## src/rtl/cpu_op_classifier.sv

```systemverilog
// rtl/cpu_op_classifier.sv - classifies CPU requests as read/write hit/miss against a snooped tag store
// Optional macro CLASSIFIER_STATS_EN enables saturating hit/miss statistics counters.
module cpu_op_classifier #(
    parameter int ADDR_W  = 8,
    parameter int INDEX_W = 2
) (
    input  logic              clock,
    input  logic              resetn,
    input  logic              req_valid,
    input  logic              req_write,
    input  logic [ADDR_W-1:0] req_addr,
    output logic              req_ready,
    input  logic              inval_valid,
    input  logic [ADDR_W-1:0] inval_addr,
    output logic              op_valid,
    output logic [1:0]        op_code,
    output logic [7:0]        hit_count,
    output logic [7:0]        miss_count
);

    localparam int LINES = 2 ** INDEX_W;
    localparam int TAG_W = ADDR_W - INDEX_W;

    localparam logic [1:0] S_IDLE   = 2'b00;
    localparam logic [1:0] S_LOOKUP = 2'b01;
    localparam logic [1:0] S_ISSUE  = 2'b10;

    logic [1:0]        state_q, state_d;
    logic              write_q, write_d;
    logic [ADDR_W-1:0] addr_q, addr_d;
    logic              hit_q, hit_d;
    logic              op_valid_q, op_valid_d;
    logic [1:0]        op_code_q, op_code_d;
    logic [LINES-1:0]  valid_q, valid_d;
    logic [TAG_W-1:0]  tag_q [LINES];
    logic [TAG_W-1:0]  tag_d [LINES];

    logic               accept;
    logic               lookup_en;
    logic               issue_en;
    logic               fill_en;
    logic               lookup_hit;
    logic [INDEX_W-1:0] req_idx;
    logic [TAG_W-1:0]   req_tag;
    logic [INDEX_W-1:0] inv_idx;
    logic [TAG_W-1:0]   inv_tag;

    // State register
    always_ff @(posedge clock or negedge resetn) begin
        if (!resetn) begin
            state_q <= S_IDLE;
        end else begin
            state_q <= state_d;
        end
    end

    // Next-state logic: fixed IDLE -> LOOKUP -> ISSUE -> IDLE walk; the unused code recovers to IDLE
    always_comb begin
        state_d = S_IDLE;
        case (state_q)
            S_IDLE:   state_d = (req_valid) ? S_LOOKUP : S_IDLE;
            S_LOOKUP: state_d = S_ISSUE;
            S_ISSUE:  state_d = S_IDLE;
            default:  state_d = S_IDLE;
        endcase
    end

    // FSM outputs: handshake and per-phase enables for the datapath
    always_comb begin
        req_ready = (state_q == S_IDLE);
        accept    = req_valid && (state_q == S_IDLE);
        lookup_en = (state_q == S_LOOKUP);
        issue_en  = (state_q == S_ISSUE);
    end

    // Lookup, fill and snoop-invalidate logic for the tag store and request registers
    always_comb begin
        req_idx = addr_q[INDEX_W-1:0];
        req_tag = addr_q[ADDR_W-1:INDEX_W];
        inv_idx = inval_addr[INDEX_W-1:0];
        inv_tag = inval_addr[ADDR_W-1:INDEX_W];

        // A same-cycle invalidate of the exact line under lookup forces a miss
        lookup_hit = valid_q[req_idx] && (tag_q[req_idx] == req_tag)
                     && !(inval_valid && (inval_addr == addr_q));

        write_d = accept ? req_write : write_q;
        addr_d  = accept ? req_addr  : addr_q;
        hit_d   = lookup_en ? lookup_hit : hit_q;

        op_valid_d = lookup_en;
        op_code_d  = lookup_en ? {lookup_hit, write_q} : op_code_q;

        fill_en = issue_en && !hit_q;

        valid_d = valid_q;
        if (inval_valid && valid_q[inv_idx] && (tag_q[inv_idx] == inv_tag)) begin
            valid_d[inv_idx] = 1'b0;
        end
        // Fill is applied after the invalidate so it wins on the same line
        if (fill_en) begin
            valid_d[req_idx] = 1'b1;
        end

        tag_d = tag_q;
        if (fill_en) begin
            tag_d[req_idx] = req_tag;
        end
    end

    // Control and valid-bit registers
    always_ff @(posedge clock or negedge resetn) begin
        if (!resetn) begin
            write_q    <= 1'b0;
            addr_q     <= '0;
            hit_q      <= 1'b0;
            op_valid_q <= 1'b0;
            op_code_q  <= 2'b00;
            valid_q    <= '0;
        end else begin
            write_q    <= write_d;
            addr_q     <= addr_d;
            hit_q      <= hit_d;
            op_valid_q <= op_valid_d;
            op_code_q  <= op_code_d;
            valid_q    <= valid_d;
        end
    end

    // Tag storage: no reset, a tag is only consulted once its valid bit is set
    always_ff @(posedge clock) begin
        tag_q <= tag_d;
    end

    assign op_valid = op_valid_q;
    assign op_code  = op_code_q;

`ifdef CLASSIFIER_STATS_EN
    logic [7:0] hit_count_q, hit_count_d;
    logic [7:0] miss_count_q, miss_count_d;

    // Saturating statistics, bumped on the cycle the op is presented
    always_comb begin
        hit_count_d  = hit_count_q;
        miss_count_d = miss_count_q;
        if (issue_en) begin
            if (hit_q && (hit_count_q != 8'hFF)) begin
                hit_count_d = hit_count_q + 8'd1;
            end
            if (!hit_q && (miss_count_q != 8'hFF)) begin
                miss_count_d = miss_count_q + 8'd1;
            end
        end
    end

    // Statistics registers
    always_ff @(posedge clock or negedge resetn) begin
        if (!resetn) begin
            hit_count_q  <= 8'd0;
            miss_count_q <= 8'd0;
        end else begin
            hit_count_q  <= hit_count_d;
            miss_count_q <= miss_count_d;
        end
    end

    assign hit_count  = hit_count_q;
    assign miss_count = miss_count_q;
`else
    assign hit_count  = 8'd0;
    assign miss_count = 8'd0;
`endif

endmodule

```

## config.mk

```make
export PLATFORM = sky130hd
export DESIGN_NAME = cpu_op_classifier
export DESIGN_NICKNAME = d
export VERILOG_FILES = /design/src/rtl/cpu_op_classifier.sv
export SDC_FILE = /design/constraint.sdc
export NUM_CORES = 1
export LEC_CHECK = 0
export ABC_AREA = 1
export BUFFER_PORTS_ARGS = -buffer_cell sky130_fd_sc_hd__buf_2
export CORE_MARGIN = 8
export CORE_UTILIZATION = 40
export DETAILED_ROUTE_END_ITERATION = 10
export GPL_ROUTABILITY_DRIVEN = 0
export PLACE_DENSITY = 0.6
export RECOVER_POWER = 100
export SLEW_MARGIN = 20
export SYNTH_ARGS = -nofsm -noshare
export SYNTH_HDL_FRONTEND = slang
export SYNTH_SLANG_ARGS = --single-unit
```

## constraint.sdc

```tcl
create_clock -name clock -period 1.4 [get_ports clock]
set_clock_uncertainty 0.2 [all_clocks]
set_input_delay 0.28 -clock clock [delete_from_list [all_inputs] [get_ports clock]]
set_output_delay 0.28 -clock clock [all_outputs]
set_load 0.03 [all_outputs]
```

==> results of run 1 <==
flip-flops by register name, summed over array words and instances (netlist names):
| name | cells |
|---|---|
| valid_q | 4 |
| op_valid | 1 |
| op_code | 1 |
| write_q | 1 |
| tag_q | 24 |
| hit_q | 1 |
| addr_q | 8 |
| state_q | 1 |
path summary, 6_finish.rpt:
check	endpoint	slack (ns)	startpoint	depth (start not counted)
max	hit_q	-0.26	addr_q[0]	8
min	addr_q[7]	0.004	req_addr[7]	3
max reg2reg	hit_q	-0.26	addr_q[0]	8
min reg2reg	op_code[0]	0.28	write_q	2
max in group asynchronous	addr_q[0]	0.40	resetn	2
min in group asynchronous	write_q	0.25	resetn	2
worst max-delay path, cell delays in order (launching register included):
cell and delay [ns]:
dfrtp_2 0.51, nor2_4 0.24, buf_4 0.16, a22oi_2 0.07, nand3_1 0.09, nand4_1 0.11, nor2_1 0.10, nand2_1 0.07
nand2_1 0.06
report_power, final:
| group | internal (mW) | switching (mW) |
|---|---|---|
| Clock | 0.535 | 0.456 |
| Sequential | 1.50 | 0.186 |
| Combinational | 0.608 | 0.887 |
| Total | 2.65 | 1.53 |
layer usage:
| layer | wire length, um | vias up | track usage [%] |
|---|---|---|---|
| met4 | 87 | 0 | 4.83 |
| met3 | 481 | 9 | 3.21 |
| met5 | 0 | - | 0 |
| met2 | 2900 | 80 | 22.7 |
| met1 | 3020 | 983 | 20.0 |
| li1 | - | 1118 | - |
cells in the final DEF, fill, tap and decap left out, types with 5 or more instances in the layout:
cell type and n:
nand2_1 101, buf_4 34, inv_1 28, edfxtp_1 24, nand3_1 20, buf_2 19
nor2_1 16, conb_1 16, dfrtp_1 14, nand2_2 10, o21ai_1 10, buf_6 10
dlygate4sd3_1 9, inv_2 8, nor2_4 8, inv_4 6, nand4_1 6, clkbuf_1 6
a21oi_1 5, clkbuf_8 5
logic make-up (layout without fill, tap and decap cells):
logic type             Yosys count  count (layout)  synth area share, %
buffers and inverters           63             135                 13.7
flip-flops                      41              41                 48.2
XOR/XNOR                         3               3                 1.10
AO/OA/AOI/OAI                   27              27                 6.52
AND/OR/NAND/NOR                171             171                 30.3
other                            1              16                0.158
repair_timing:
item                                   CTS  global route
pin swaps                                9            16
gates cloned                             0             3
buffers inserted                         9             5
gates resized for setup                 18            14
setup endpoints to repair               32            41
endpoints found under the hold margin   25             0
hold buffers                             9             0
metrics by stage:
stage	util, %	hold WS, ns	TNS (ns)	worst slack [ns]	std cells
final	55.9	0.00429	-4.44	-0.261	468
after global routing	55.9	0.0352	-6.42	-0.368	468
after CTS	54.7	0.00834	-3.94	-0.255	460
after detailed placement	48.8	0.0378	-5.35	-0.330	434
after global placement	48.8	0.0305	-5.31	-0.296	434
after floorplan	-	-0.216	-1.94	-0.168	321
final cells by class:
class                   instances  area, um2  area share [%]
repair inverters                3       20.0           0.612
repair buffers                 83        633            19.3
clock buffers                   5       68.8            2.10
flip-flops and latches         41       1150            35.1
well taps                      75       93.8            2.87
inverters                      41        169            5.16
clock inverters                 3       43.8            1.34
multi-input cells             217       1090            33.4
==> results.txt, run 1 <==
----------------------------------------------------
[Worst setup path]
  Arrival time at the worst endpoint ... 1.71 ns
  Worst setup SP type ... flip-flop
  Crit path required time ... 1.45 ns
  Kind of capture point of the worst setup path ... flip-flop
  Critical path peak fanout ... 7
  Critical path class ... reg2reg

[Detailed routing]
  First-pass detailed-route iteration total ... 4
  Initial DRC count ... 189
  Count of nets left with antenna violations after detail routing ... 0
  DRC violation count after routing ... 0
  Average wire length per cell after detail routing ... 13.9 um
  Total via count in the routed design ... 2190
  Total Routed Length ... 6490 um
  Vias per Instance ... 4.68

[Placement]
  HPWL after detailed placement ... 4740 um
  Placement-stage cell area ... 0.00285 mm2
  Number of buffer cells added on primary ports ... 24

[Run status]
  Result of the run ... finished with violations
  Failing checks ... negative setup slack

[Clock tree]
  Clock tree from TritonCTS ... built
  Clock-pin transition on the worst setup and hold timing paths ... 0.09 ns
  Skew-Pair Late Insertion Delay ... 0.30 ns
  Clock buffers created by TritonCTS ... 5
  Clock Root Buffer ... clkbuf_8
  Clock Sink Count ... 41
  Number of buffers on the longest clock path ... 2
  Number of H-tree branching levels ... 2

[Logic synthesis]
  Number of distinct standard cells referenced by the synthesized netlist ... 26
  Leading post-synthesis cells by cell area ... edfxtp_1 30%, dfrtp_1 18%, nand2_1 17%
  Dominant register cell in the synthesized netlist ... edfxtp_1
  Library cell occupying the most area in the post-synthesis netlist ... edfxtp_1
  Count of state elements after synthesis ... 41
  Synthesized instance count ... 306
  Top post-synthesis cells by count ... 108 x nand2_1, 34 x inv_1, 24 x edfxtp_1
  Share of flip-flops with an asynchronous set or reset ... 41.5%
  Yosys warnings ... 0
  Average instance area after synthesis ... 7.78 um2
  Count of flip-flops with a built-in enable after synthesis ... 24
  Library cell with the highest instance count after synthesis ... nand2_1
  Part of the Yosys area used for sequential elements ... 48.2%
  Share of the synthesized area in the top cell type ... 30.3%
  Post-synthesis instance area ... 0.00238 mm2

[Floorplanning]
  Floorplan row count ... 28
  Floorplan Core Area ... 0.00585 mm2
  Initial Util ... 40.7%
  Horizontal extent of the die ... 93.1 um
  Die Outline Area ... 0.00867 mm2
  Die height ... 93.1 um
  # IOs ... 41

[Finish]
  Layout overhead on the synthesized area ... 37.5%
  Post-layout instance area ... 0.00327 mm2
  Number of nets in the layout ... 413
  Fraction of final layout cells with drive strength greater than 1 ... 32.3%
  ANT cells ... 0
  Number of filler cells placed in the layout ... 541

[Pwr]
  IR Drop Worst-Case VDD ... 0.621 mV
  Leakage power summed over all cells ... 1.61 nW
  Power density of the placed cells ... 1280 mW/mm2
  Final total power ... 4.18 mW

[STA]
  Upper clock frequency limit ... 602 MHz
  Final cycle utilization of the critical path ... 119%
  Setup-failing EPs final ... 33
  Setup repair after global routing missed its margin ... true
  Final worst-path setup slack ... -0.261 ns
  Max Slew Vio Count ... 0
  Final Hold Vio Count ... 0
  Final critical-path required period ... 1.66 ns

[Global routing]
  Initial antenna violation count ... 0
  Overflow left after global routing ... 0
  Wire length of the first global-routing pass ... 10100 um
  Pin count of the biggest net entering global routing ... 19
  Via count of the first global-routing pass ... 2074
  Total GRT Usage ... 14.7%

[Worst hold path]
  Hold crit path type ... in2reg

[Run]
  Max cap viols ... 0

----------------------------------------------------
(Power assumes the default switching activity.)
==> run 2, diff against run 1 <==
- clock period: 1.4 -> 1.5 ns (I/O delays scaled with it)
==> results.txt, run 2 (synthesized netlist as in run 1, its figures left out) <==
----------------------------------------------------
[Pwr]
  Fraction of power consumed by sequential logic ... 40.7%
  IR Drop Worst-Case VDD ... 0.830 mV
  Clk network pwr share ... 23.3%
  Power density of the placed cells ... 1250 mW/mm2
  Internal power ... 2.48 mW
  Leakage power summed over all cells ... 1.52 nW
  Net switching power ... 1.39 mW
  Fraction of power consumed by combinational cells ... 36.0%
  Switching part of the total ... 36.0%

[Finish]
  Layout overhead on the synthesized area ... 30.8%
  Top reg by flops ... tag_q
  Post-layout instance area ... 0.00311 mm2
  Number of nets in the layout ... 391
  Fraction of final layout cells with drive strength greater than 1 ... 31.8%
  Final standard cell count with taps included and fillers excluded ... 446
  Most common cell after layout, fill and taps aside ... nand2_1
  Largest register FFs ... 24
  Area occupied by multi-input gates ... 0.00111 mm2
  Biggest regs ... tag_q: 24 flops, addr_q: 8 flops, valid_q: 4 flops
  Post-layout utilization of the core ... 53.2%
  Most frequent cells in the layout ... 103 x nand2_1, 28 x inv_1, 24 x buf_4, 24 x edfxtp_1, 22 x nand3_1
  Number of filler cells placed in the layout ... 565
  ANT cells ... 0
  Area occupied by registers ... 0.00115 mm2

[Global routing]
  Initial antenna violation count ... 0
  Pin count of the biggest net entering global routing ... 19
  Overflow left after global routing ... 0
  Via count of the first global-routing pass ... 2036
  Wire length of the first global-routing pass ... 9850 um
  Total GRT Usage ... 14.3%

[Worst setup path]
  Crit path required time ... 1.28 ns
  Crit-path leading delay family ... flip-flops
  Critical path peak fanout ... 7
  Worst r2r path cells ... 5
  Largest stage delay, worst path ... 0.52 ns
  Source of the critical timing path ... addr_q[0]
  Launch point of the worst reg-to-reg path ... addr_q[0]
  Kind of capture point of the worst setup path ... flip-flop
  Worst setup slack for register-to-register paths ... -0.26 ns
  Arrival time at the worst endpoint ... 1.54 ns
  Most used cell, CP ... buf_6
  Number of buffer and inverter instances along the worst setup path ... 3
  Worst setup SP type ... flip-flop
  List of cells traversed by the critical path ... nand2_2 -> buf_6 -> buf_4 -> buf_6 -> nor2_4
  Critical path class ... reg2reg
  Critical path's slowest cell ... dfrtp_2
  Endpoint of the worst-slack reg-to-reg timing path ... tag_q[3]

[Detailed routing]
  Vias per Instance ... 4.75
  Count of nets left with antenna violations after detail routing ... 0
  Initial DRC count ... 132
  DRC violation count after routing ... 0
  Total via count in the routed design ... 2118
  First-pass detailed-route iteration total ... 4
  DR WL met2 ... 2560 um
  Average wire length per cell after detail routing ... 13.5 um
  Met3 Wirelength ... 566 um
  Top routing layer used ... met4
  Total Routed Length ... 6030 um
  Met1 Routed Length ... 2730 um

[Placement]
  Worst slack at placement ... -0.264 ns
  HPWL after detailed placement ... 4630 um
  Number of buffer cells added on primary ports ... 24
  Placement-stage cell area ... 0.00276 mm2
  Number of cells in the design after placement ... 429

[Clock tree]
  Number of buffers on the longest clock path ... 2
  Clock buffers created by TritonCTS ... 5
  Clock Sink Count ... 41
  Number of H-tree branching levels ... 2
  Clock Root Buffer ... clkbuf_8
  Clock tree from TritonCTS ... built
  Clock-pin transition on the worst setup and hold timing paths ... 0.09 ns
  Skew-Pair Late Insertion Delay ... 0.30 ns

[Worst hold path]
  Cell depth of the worst hold path ... 3
  Hold Crit Endpoint ... addr_q[2]
  Hold Crit Start ... req_addr[2]
  Hold crit path type ... in2reg

[Floorplanning]
  Die height ... 93.1 um
  # IOs ... 41
  Die Outline Area ... 0.00867 mm2
  Initial Util ... 40.7%
  Floorplan Core Area ... 0.00585 mm2
  Horizontal extent of the die ... 93.1 um
  Floorplan row count ... 28

[STA]
  Max Slew Vio Count ... 0
  Setup repair after global routing missed its margin ... true
  Setup-failing EPs final ... 30
  Upper clock frequency limit ... 567 MHz
  Final cycle utilization of the critical path ... 118%
  Final Hold Vio Count ... 0
  Final critical-path required period ... 1.76 ns
  Final worst-path setup slack ... -0.263 ns

[Run status]
  Result of the run ... finished with violations
  Failing checks ... negative setup slack

[Run]
  Max cap viols ... 0

----------------------------------------------------
-- run 2: changes by cell type in the layout (fill, tap and decap cells not counted), sizes merged --
cell	change
buf	-7
dlygate4sd3	-8
inv	-3
clkbuf	-4
-- run 2: worst min-delay path: cells and delay by family --
family	cells	cell delay, ns
buffers and inverters	1	0.07
AOI/OAI and AO/OA	1	0.06
and+or+nand+nor	1	0.04
-- run 2: power groups by stage --
stage	sequential [mW]	combinational (mW)	clock [mW]
floorplan	1.57	0.717	0
finish	1.58	1.40	0.903
CTS	1.57	1.30	0.905
global placement	1.56	1.15	0
global route	1.59	1.55	0.951
detailed placement	1.57	1.17	0
-- run 2: worst max path at each step --
| stage | end | slack [ns] | depth (start not counted) |
|---|---|---|---|
| 2_1_floorplan | valid_q[0] | -0.09 | 14 |
| 3_3_place_gp | valid_q[0] | -0.25 | 13 |
| 4_1_cts | hit_q | -0.13 | 10 |
| 5_1_grt | hit_q | -0.36 | 10 |
| 3_5_place_dp | valid_q[1] | -0.26 | 14 |
| 6_report | tag_q[3] | -0.26 | 5 |
-- run 2: area by class of cell --
class                           count  area share [%]
Clock inverter                      3            1.49
Multi-Input combinational cell    217            35.6
Tap cell                           75            3.01
Sequential cell                    41            36.9
Clock buffer                        5            2.21
Inverter                           41            5.47
Timing Repair Buffer               64            15.3
-- run 2: metrics by stage --
| step | hold slack [ns] | total power [mW] | TNS, ns |
|---|---|---|---|
| 3_5_place_dp | 0.0442 | 2.73 | -4.00 |
| 2_1_floorplan | -0.196 | 2.29 | -0.360 |
| 5_1_grt | 0.00304 | 4.09 | -5.57 |
| 6_report | 0.000375 | 3.88 | -3.72 |
| 3_3_place_gp | 0.0464 | 2.71 | -3.85 |
| 4_1_cts | 0.000302 | 3.78 | -2.09 |
-- run 2: timing repair --
action	CTS	global route
setup buffers	3	6
gates resized for setup	39	17
hold endpoints to repair	17	0
pin swaps	11	11
endpoints found under the setup margin	34	32
hold buffers	1	0
-- run 2: metal layers --
metal	vias to the layer above	track usage (%)
met5	-	0
met4	0	6.31
met3	18	3.29
met2	86	21.6
met1	943	19.1
li1	1071	-
==> run 3, diff against run 2 <==
- PLACE_DENSITY: 0.6 -> 0.72
- RECOVER_POWER: 100 -> unset
==> results.txt, run 3 (synthesized netlist as in run 1, its figures left out) <==
----------------------------------------------------
[Global routing]
  Via count of the first global-routing pass ... 2009
  Wire length of the first global-routing pass ... 9370 um
  Total GRT Usage ... 13.8%
  Overflow left after global routing ... 0
  Initial antenna violation count ... 0
  Pin count of the biggest net entering global routing ... 19

[Worst setup path]
  Critical path peak fanout ... 6
  Crit-path leading delay family ... simple AND/OR/NAND/NOR gates
  Critical path's slowest cell ... dfrtp_2
  Crit path required time ... 1.52 ns
  Arrival time at the worst endpoint ... 1.75 ns
  Worst r2r path cells ... 9
  List of cells traversed by the critical path ... nand2_2 -> buf_4 -> nor2_1 -> a21oi_2 -> nand3_1 -> nand4_1 -> nor2_1 -> nand2_1 -> nand2_1
  Kind of capture point of the worst setup path ... flip-flop
  Worst setup slack for register-to-register paths ... -0.22 ns
  Worst setup SP type ... flip-flop
  Launch point of the worst reg-to-reg path ... addr_q[0]
  Endpoint of the worst-slack reg-to-reg timing path ... hit_q
  Largest stage delay, worst path ... 0.50 ns
  Number of buffer and inverter instances along the worst setup path ... 1
  Critical path class ... reg2reg

[Clock tree]
  Skew-Pair Late Insertion Delay ... 0.28 ns
  Number of H-tree branching levels ... 2
  Clock buffers created by TritonCTS ... 5
  Clock Sink Count ... 41
  Number of buffers on the longest clock path ... 2
  Clock-pin transition on the worst setup and hold timing paths ... 0.08 ns
  Clock Root Buffer ... clkbuf_8
  Clock tree from TritonCTS ... built

[Finish]
  Biggest regs ... tag_q: 24 flops, addr_q: 8 flops, valid_q: 4 flops
  Fraction of final layout cells with drive strength greater than 1 ... 31.2%
  ANT cells ... 0
  Final standard cell count with taps included and fillers excluded ... 447
  Layout overhead on the synthesized area ... 29.4%
  Number of nets in the layout ... 392
  Most common cell after layout, fill and taps aside ... nand2_1
  Post-layout utilization of the core ... 52.7%
  Most frequent cells in the layout ... 104 x nand2_1, 34 x buf_4, 30 x inv_1
  Largest register FFs ... 24
  Top reg by flops ... tag_q

[STA]
  Final critical-path required period ... 1.72 ns
  Max Slew Vio Count ... 0
  Final worst-path setup slack ... -0.221 ns
  Final cycle utilization of the critical path ... 115%
  Setup repair after global routing missed its margin ... true
  Setup-failing EPs final ... 24
  Final Hold Vio Count ... 0
  Upper clock frequency limit ... 581 MHz
  Worst hold slack ... 0.0175 ns

[Placement]
  Number of cells in the design after placement ... 429
  Worst slack at placement ... -0.397 ns
  HPWL after detailed placement ... 4690 um
  Number of buffer cells added on primary ports ... 24

[Floorplanning]
  Initial Util ... 40.7%
  Die height ... 93.1 um
  Floorplan row count ... 28
  Horizontal extent of the die ... 93.1 um
  Floorplan Core Area ... 0.00585 mm2
  Die Outline Area ... 0.00867 mm2
  # IOs ... 41

[Detailed routing]
  Total via count in the routed design ... 2118
  Total Routed Length ... 5950 um
  First-pass detailed-route iteration total ... 4
  Initial DRC count ... 123
  Count of nets left with antenna violations after detail routing ... 0
  Average wire length per cell after detail routing ... 13.3 um
  Vias per Instance ... 4.74
  DRC violation count after routing ... 0

[Pwr]
  IR Drop Worst-Case VDD ... 0.686 mV
  Leakage power summed over all cells ... 1.52 nW
  Final total power ... 3.77 mW
  Power density of the placed cells ... 1230 mW/mm2

[Run]
  Max cap viols ... 0

[Worst hold path]
  Hold Crit Start ... req_write
  Cell depth of the worst hold path ... 3
  Hold Crit Endpoint ... write_q
  Hold crit path type ... in2reg

[Run status]
  Failing checks ... negative setup slack
  Result of the run ... finished with violations

----------------------------------------------------
==> run 3: cell count changes in the layout (fill, tap and decap cells not counted), moves of 2 or more <==
cell	before	now
inv_1	28	30
a21oi_2	6	4
buf_4	24	34
a22oi_2	4	2
a22oi_1	0	2
nand2_4	3	1
buf_6	13	8
a21oi_4	0	2
clkbuf_1	4	1
==> run 3: layout make-up <==
class,instances,area (um2)
well taps,75,93.8
multi-input cells,217,1080
fillers,547,2770
clock buffers,6,72.6
inverters,41,166
flip-flops and latches,41,1150
repair buffers,65,480
clock inverters,2,38.8
==> run 3: per-layer routing <==
layer  track usage (%)  share of wire [%]
met1              18.4                 47
met4              5.37                1.8
met2              21.6                 43
met5                 0                  0
met3              2.40                8.5
==> run 3: how the worst max path moves through the flow <==
stage                              from         end  slack [ns]  cells past startpoint
final                         addr_q[0]       hit_q       -0.22                      9
after global routing          addr_q[0]       hit_q       -0.30                      9
after CTS                     addr_q[0]       hit_q       -0.14                     10
after detailed placement  inval_addr[0]  valid_q[0]       -0.40                     14
after global placement    inval_addr[0]  valid_q[3]       -0.32                     14
after floorplan           inval_addr[0]  valid_q[0]       -0.09                     14
==> run 3: power by group <==
part | internal (mW) | leakage (nW) | total, mW | switching [mW]
registers | 1.40 | 0.418 | 1.56 | 0.160
logic | 0.564 | 1.05 | 1.34 | 0.781
clock network | 0.499 | 0.0554 | 0.867 | 0.367
==> run 3: per-stage QoR <==
step | instance area (um2) | TNS, ns
after floorplan | 2480 | -0.360
after global placement | 2750 | -2.78
after detailed placement | 2750 | -3.56
after CTS | 2960 | -1.54
after global routing | 3080 | -2.94
final | 3080 | -1.52
==> run 3: worst register-to-register path: stages (launching register included) <==
cell     delay [ns]
dfrtp_2        0.50
nand2_2        0.09
buf_4          0.16
nor2_1         0.11
a21oi_2        0.06
nand3_1        0.08
nand4_1        0.14
nor2_1         0.16
nand2_1        0.09
nand2_1        0.06
==> run 3: repair_timing <==
| action | CTS | global route |
|---|---|---|
| buffers inserted | 3 | 6 |
| pin swaps | 9 | 7 |
| endpoints found under the hold margin | 17 | 0 |
| setup endpoints to repair | 32 | 32 |
| hold buffers | 1 | 0 |
| resized for setup | 17 | 26 |
